`config.mk`:
```
export PLATFORM = sky130hd
export DESIGN_NAME = aes_round_sequencer_flat
export DESIGN_NICKNAME = d
export VERILOG_FILES = /design/src/rtl/aes_round_sequencer_if.sv /design/src/rtl/aes_round_sequencer.sv /design/src/flat_wrapper.sv
export SDC_FILE = /design/constraint.sdc
export NUM_CORES = 1
export LEC_CHECK = 0
export CORE_AREA = 4 4 204 206
export CTS_BUF_LIST = sky130_fd_sc_hd__clkbuf_2
export CTS_CLUSTER_DIAMETER = 100
export CTS_CLUSTER_SIZE = 40
export DETAILED_ROUTE_END_ITERATION = 10
export DIE_AREA = 0 0 208 210
export GPL_TIMING_DRIVEN = 0
export PLACE_DENSITY_LB_ADDON = 0.05
export SLEW_MARGIN = 20
export SYNTH_ARGS = -nofsm -noshare
export SYNTH_HDL_FRONTEND = slang
export SYNTH_SLANG_ARGS = --single-unit
```
`constraint.sdc`:
```
create_clock -name clk -period 12.85 [get_ports clk]
set_input_delay 2.57 -clock clk [delete_from_list [all_inputs] [get_ports clk]]
set_output_delay 2.57 -clock clk [all_outputs]
set_load 0.02 [all_outputs]
```
`src/rtl/aes_round_sequencer_if.sv`:
```
// Block source/sink handshake plus round-datapath and key-store connections
// for the iterative AES round sequencer.
interface aes_round_sequencer_if #(
  parameter int KIDX_W = 4
);
  logic              key_ready;
  logic              in_valid;
  logic              in_ready;
  logic              in_mode;
  logic [127:0]      in_block;
  logic [127:0]      dp_state;
  logic [2:0]        dp_op;
  logic [KIDX_W-1:0] key_idx;
  logic [127:0]      dp_result;
  logic              out_valid;
  logic              out_ready;
  logic [127:0]      out_block;
  logic              busy;
  logic [KIDX_W-1:0] round;

  modport master (
    input  key_ready, in_valid, in_mode, in_block, dp_result, out_ready,
    output in_ready, dp_state, dp_op, key_idx, out_valid, out_block, busy, round
  );

  modport slave (
    output key_ready, in_valid, in_mode, in_block, dp_result, out_ready,
    input  in_ready, dp_state, dp_op, key_idx, out_valid, out_block, busy, round
  );
endinterface

```
`src/rtl/aes_round_sequencer.sv`:
```
// Iterative AES-128 controller: walks one shared round datapath through the
// cipher or inverse cipher, one operation per clock, holding the 128-bit state.
module aes_round_sequencer #(
  parameter int NR     = 10,
  parameter int KIDX_W = 4
) (
  input  logic                  clk,
  input  logic                  rst,
  aes_round_sequencer_if.master bus
);

  typedef enum logic [2:0] {
    ST_IDLE  = 3'd0,
    ST_INIT  = 3'd1,
    ST_ROUND = 3'd2,
    ST_FINAL = 3'd3,
    ST_DONE  = 3'd4
  } state_t;

  localparam logic [2:0] OP_ADDKEY   = 3'd0;
  localparam logic [2:0] OP_ENC_RND  = 3'd1;
  localparam logic [2:0] OP_ENC_LAST = 3'd2;
  localparam logic [2:0] OP_DEC_RND  = 3'd3;
  localparam logic [2:0] OP_DEC_LAST = 3'd4;
  localparam logic [2:0] OP_NOP      = 3'd7;

  localparam logic [KIDX_W-1:0] KEY_ZERO   = {KIDX_W{1'b0}};
  localparam logic [KIDX_W-1:0] KEY_LAST   = KIDX_W'(NR);
  localparam logic [KIDX_W-1:0] RND_ONE    = KIDX_W'(1);
  localparam logic [KIDX_W-1:0] RND_PENULT = KIDX_W'(NR - 1);

  state_t            state_r, state_s;
  logic [127:0]      data_r, data_s;
  logic              mode_r, mode_s;
  logic [KIDX_W-1:0] round_r, round_s;
  logic [2:0]        op_r, op_s;
  logic [KIDX_W-1:0] kidx_r, kidx_s;
  logic              idle_r, idle_s;
  logic              busy_r, busy_s;
  logic              out_valid_r, out_valid_s;
  logic              accept_s;

  // Next FSM state, round counter and state-register capture
  always_comb begin
    state_s  = state_r;
    data_s   = data_r;
    mode_s   = mode_r;
    round_s  = round_r;
    accept_s = idle_r & bus.key_ready & bus.in_valid;
    case (state_r)
      ST_IDLE: begin
        if (accept_s) begin
          data_s  = bus.in_block;
          mode_s  = bus.in_mode;
          state_s = ST_INIT;
        end else begin
          state_s = ST_IDLE;
        end
      end
      ST_INIT: begin
        data_s  = bus.dp_result;
        round_s = RND_ONE;
        state_s = ST_ROUND;
      end
      ST_ROUND: begin
        data_s = bus.dp_result;
        if (round_r == RND_PENULT) begin
          round_s = KEY_LAST;
          state_s = ST_FINAL;
        end else begin
          round_s = round_r + RND_ONE;
        end
      end
      ST_FINAL: begin
        data_s  = bus.dp_result;
        state_s = ST_DONE;
      end
      ST_DONE: begin
        if (bus.out_ready) begin
          round_s = KEY_ZERO;
          state_s = ST_IDLE;
        end else begin
          state_s = ST_DONE;
        end
      end
      default: begin
        round_s = KEY_ZERO;
        state_s = ST_IDLE;
      end
    endcase
  end

  // Decode next-cycle outputs so operation select and key index are registered
  always_comb begin
    op_s        = OP_NOP;
    kidx_s      = KEY_ZERO;
    idle_s      = 1'b0;
    busy_s      = 1'b0;
    out_valid_s = 1'b0;
    case (state_s)
      ST_IDLE: idle_s = 1'b1;
      ST_INIT: begin
        busy_s = 1'b1;
        op_s   = OP_ADDKEY;
        kidx_s = mode_s ? KEY_LAST : KEY_ZERO;
      end
      ST_ROUND: begin
        busy_s = 1'b1;
        op_s   = mode_s ? OP_DEC_RND : OP_ENC_RND;
        kidx_s = mode_s ? (KEY_LAST - round_s) : round_s;
      end
      ST_FINAL: begin
        busy_s = 1'b1;
        op_s   = mode_s ? OP_DEC_LAST : OP_ENC_LAST;
        kidx_s = mode_s ? KEY_ZERO : KEY_LAST;
      end
      ST_DONE: out_valid_s = 1'b1;
      default: idle_s = 1'b0;
    endcase
  end

  // State and output registers; reset aborts any block in flight
  always_ff @(posedge clk or posedge rst) begin
    if (rst) begin
      state_r     <= ST_IDLE;
      data_r      <= 128'd0;
      mode_r      <= 1'b0;
      round_r     <= KEY_ZERO;
      op_r        <= OP_NOP;
      kidx_r      <= KEY_ZERO;
      idle_r      <= 1'b0;
      busy_r      <= 1'b0;
      out_valid_r <= 1'b0;
    end else begin
      state_r     <= state_s;
      data_r      <= data_s;
      mode_r      <= mode_s;
      round_r     <= round_s;
      op_r        <= op_s;
      kidx_r      <= kidx_s;
      idle_r      <= idle_s;
      busy_r      <= busy_s;
      out_valid_r <= out_valid_s;
    end
  end

  // in_ready follows key_ready directly while idle so a late key store costs no cycle
  assign bus.in_ready  = idle_r & bus.key_ready;
  assign bus.dp_state  = data_r;
  assign bus.out_block = data_r;
  assign bus.dp_op     = op_r;
  assign bus.key_idx   = kidx_r;
  assign bus.out_valid = out_valid_r;
  assign bus.busy      = busy_r;
  assign bus.round     = round_r;

endmodule

```
`src/flat_wrapper.sv`:
```
// flat-port wrapper written by rule: the top's interface ports become plain ports
module aes_round_sequencer_flat 
#(
  parameter int NR     = 10,
  parameter int KIDX_W = 4
)
  (clk, rst, bus_key_ready, bus_in_valid, bus_in_mode, bus_in_block, bus_dp_result, bus_out_ready, bus_in_ready, bus_dp_state, bus_dp_op, bus_key_idx, bus_out_valid, bus_out_block, bus_busy, bus_round);
  aes_round_sequencer_if #(.KIDX_W(KIDX_W)) bus_i ();
  input  logic clk;
  input  logic rst;
  input wire logic [$bits(bus_i.key_ready)-1:0] bus_key_ready;
  input wire logic [$bits(bus_i.in_valid)-1:0] bus_in_valid;
  input wire logic [$bits(bus_i.in_mode)-1:0] bus_in_mode;
  input wire logic [$bits(bus_i.in_block)-1:0] bus_in_block;
  input wire logic [$bits(bus_i.dp_result)-1:0] bus_dp_result;
  input wire logic [$bits(bus_i.out_ready)-1:0] bus_out_ready;
  output wire logic [$bits(bus_i.in_ready)-1:0] bus_in_ready;
  output wire logic [$bits(bus_i.dp_state)-1:0] bus_dp_state;
  output wire logic [$bits(bus_i.dp_op)-1:0] bus_dp_op;
  output wire logic [$bits(bus_i.key_idx)-1:0] bus_key_idx;
  output wire logic [$bits(bus_i.out_valid)-1:0] bus_out_valid;
  output wire logic [$bits(bus_i.out_block)-1:0] bus_out_block;
  output wire logic [$bits(bus_i.busy)-1:0] bus_busy;
  output wire logic [$bits(bus_i.round)-1:0] bus_round;
  assign bus_i.key_ready = bus_key_ready;
  assign bus_i.in_valid = bus_in_valid;
  assign bus_i.in_mode = bus_in_mode;
  assign bus_i.in_block = bus_in_block;
  assign bus_i.dp_result = bus_dp_result;
  assign bus_i.out_ready = bus_out_ready;
  assign bus_in_ready = bus_i.in_ready;
  assign bus_dp_state = bus_i.dp_state;
  assign bus_dp_op = bus_i.dp_op;
  assign bus_key_idx = bus_i.key_idx;
  assign bus_out_valid = bus_i.out_valid;
  assign bus_out_block = bus_i.out_block;
  assign bus_busy = bus_i.busy;
  assign bus_round = bus_i.round;
  aes_round_sequencer #(.NR(NR), .KIDX_W(KIDX_W)) u_core (.clk(clk), .rst(rst), .bus(bus_i));
endmodule
```
==> impl_metrics.toml <==
[power]
power_density_nw_per_um2 = 276
clkPwrFrac_pct = 6.7
p_leak_uw = 0.00586
switching_power_uw = 1770
swShare_pct = 46.6
pwr-share-comb_pct = 68.8
power_uw = 3790
internal_power_uw = 2020
ir_worst_vdd_mv = 0.107
sequentialPowerShare_pct = 24.5

[placed_design]
hpwlAfterDp_um = 32600
dp.cells = 1969
numPortBuffers = 531
pre_cts_slack_ns = 6.49
gp_congestion = 0.793

[clock_network]
cts_hold_buf = 0
cts-root-buf = "clkbuf_2"
ctsLongestPathBuffers = 2
cts_tree = "yes"
postCtsSetupBuffers = 0
clk_latency_ns = 0.79
cts.repair.resized = 0
cts_made_buffers = 17
clk_pin_slew_ns = 0.23
htreeDepth = 4
cts_sinks = 146

[timing]
hold_viol = 0
clock_skew_ns = 0.0261
finalWorstSetupSlack_ns = 6.49
worst_pin_slew_ns = 0.848
finalSetupViolCount = 0
rsz0062_at_grt = "no"
setup_tns_ns = 0
finalCriticalPeriod_ns = 6.36
maxClockFrequency_mhz = 157
post-route-period-util_pct = 49.5
relSlewSlack_pct = 43.5
whs_ns = 0.557
maxSlewViolCount = 0

[grt]
grt_use_total_pct = 18.2
grt_pass1_vias = 8480
antenna_found_initial = 9
grt_start_max_net_pins = 87
overflow = 0
grt_pass1_wl_um = 59900

[layout]
nets = 1728
area_growth_pct = 82.3
fill_cells = 4225
drive_gt1_share_pct = 12.4
stdcell_count = 2004

[detailed_routing]
num_vias = 8277
drt-total-wl_um = 41400
dr.pass1.iters = 5
wl_met3_um = 2960
drc = 0
via_per_inst = 4.13
wl_met1_um = 16700
route.met2.wl_um = 21200
topRoutingLayerUsed = "met5"
drt_iter0_drc = 378
drtAntennaViolNets = 0
wl_per_cell_um = 20.6

[critical_path]
critPathTopFamily = "buffers and inverters"
crit_fanout = 3
crit_type = "primary input to output pin"
cp_slowest_cell = "clkdlybuf4s50_1"
critPathMaxStageDelay_ns = 0.63
worst_setup_path_end_kind = "output pin"
cp-start-kind = "primary input"
critPathRequiredTime_ns = 10.28
path_common_cell = "clkdlybuf4s50_1"
arrival_ns = 3.79
reg2reg_slack_ns = 10.41
worstPathCellList = "clkdlybuf4s50_1, and2_1, clkdlybuf4s50_1"
worst-path-buf-inv = 2

[yosys]
syn_avg_cell_area_sq_um = 8.26
synth_top_area_share_pct = 47.5
yosysSeqAreaShare_pct = 48.5
yosysMostFrequentCell = "nand2_1"
async_flop_share_pct = 100
synth_top_area_cell = "dfrtp_1"
synth_seq_cells = 146
synth_edf_count = 0
ys_warn_count = 0
syn_nets = 1177
synthFlopType = "dfrtp_1"
yosysUniqueCellTypes = 39
syn_inst = 912
synth_area_sq_um = 7540
synth_area_leaders = "dfrtp_1 (47%), nand2_1 (13%), buf_4 (13%)"
netlist_top_cells_count = "nand2_1 (268), dfrtp_1 (143), nor2_1 (134)"

[floorplan]
core_area_sq_um = 39600
ioPinCount = 532
die-area_sq_um = 43700
initial_utilization_pct = 19.0
rows = 73
dieHeight_um = 210
die_x_um = 208

[min_path]
worstHoldPathType = "flop to flop"

[flow_run]
cap_violations = 0

[run_status]
status = "completed"
worst min-delay path: cells and delay by family (launching register included):
kind	cells	cell delay, ns
and+or+nand+nor	2	0.15
DFF	1	0.47
metrics by stage:
stage	area (sq um)	util, %
finish	13700	34.7
global route	13700	34.7
CTS	13700	34.6
detailed placement	13500	34.2
global placement	13500	34.1
floorplan	7540	-
worst paths after layout:
path | start | end | cells past startpoint
worst min-delay path | u_core.mode_r | u_core.bus.dp_op[2] | 2
min in group asynchronous | rst | u_core.bus.dp_state[107] | 2
worst max-delay path | bus_key_ready | bus_in_ready | 3
worst max register to register | u_core.state_r[0] | u_core.bus.dp_state[123] | 5
worst min register to register | u_core.mode_r | u_core.bus.dp_op[2] | 2
max in group asynchronous | rst | u_core.bus.dp_state[50] | 3
power groups by stage:
stage	clock network [uW]	registers (uW)	logic, uW
final	254	929	2600
after detailed placement	0	949	2650
after floorplan	0	1140	1150
after CTS	271	938	2650
after global placement	0	940	2650
after global routing	288	971	2800
area by class of cell:
class / instances / area (sq um) / area share (%)
Tap cell: 525 / 657 / 4.78
Clock inverter: 14 / 97.6 / 0.710
Buffer: 188 / 1210 / 8.82
Timing Repair Buffer: 532 / 5340 / 38.9
Antenna cell: 3 / 7.51 / 0.0546
Inverter: 4 / 22.5 / 0.164
Sequential cell: 146 / 3660 / 26.6
Multi-Input combinational cell: 574 / 2650 / 19.3
Clock buffer: 18 / 90.1 / 0.656
cells by family after synthesis:
group                      after synthesis  share of synthesized area [%]
and+or+nand+nor                        421                           21.9
buffers and inverters                  192                           16.3
AOI/OAI and AO/OA                      147                           12.4
DFF                                    146                           48.5
adders and majority gates                3                          0.498
xor gates and xnor gates                 2                          0.232
muxes                                    1                          0.183
placed cells by master, fill, tap and decap left out, types with 2 or more instances in the layout:
| master | netlist | routed |
|---|---|---|
| buf_1 | 5 | 5 |
| xnor2_1 | 2 | 2 |
| buf_4 | 129 | 129 |
| clkinvlp_4 | 0 | 2 |
| a31oi_1 | 128 | 128 |
| and2_1 | 2 | 2 |
| clkinv_1 | 0 | 5 |
| nand2_1 | 268 | 268 |
| o211ai_1 | 2 | 2 |
| o21ai_1 | 2 | 2 |
| clkdlybuf4s50_1 | 0 | 531 |
| clkinv_2 | 0 | 5 |
| inv_1 | 4 | 3 |
| clkbuf_2 | 0 | 18 |
| buf_2 | 17 | 17 |
| nor2_1 | 134 | 134 |
| nor4b_1 | 2 | 2 |
| ha_1 | 3 | 3 |
| diode_2 | 0 | 3 |
| nand2b_1 | 3 | 3 |
| o21ai_0 | 3 | 3 |
| dfrtp_1 | 143 | 143 |
| nor3_1 | 2 | 2 |
| dfstp_2 | 3 | 3 |
| a21oi_1 | 4 | 4 |
| clkbuf_1 | 37 | 37 |
routing by layer:
layer	up-vias	global-route usage (%)
met1	3957	21.4
met3	25	6.27
li1	3997	-
met5	-	0
met4	12	3.26
met2	286	32.8
registers in the layout, summed over array words and instances (netlist names):
name                  cells
u_core.bus.out_valid      1
u_core.bus.busy           1
u_core.bus.dp_state     128
u_core.bus.round          4
u_core.idle_r             1
u_core.state_r            3
u_core.mode_r             1
u_core.bus.key_idx        4
u_core.bus.dp_op          3
Power figures use the tool's default switching activity.
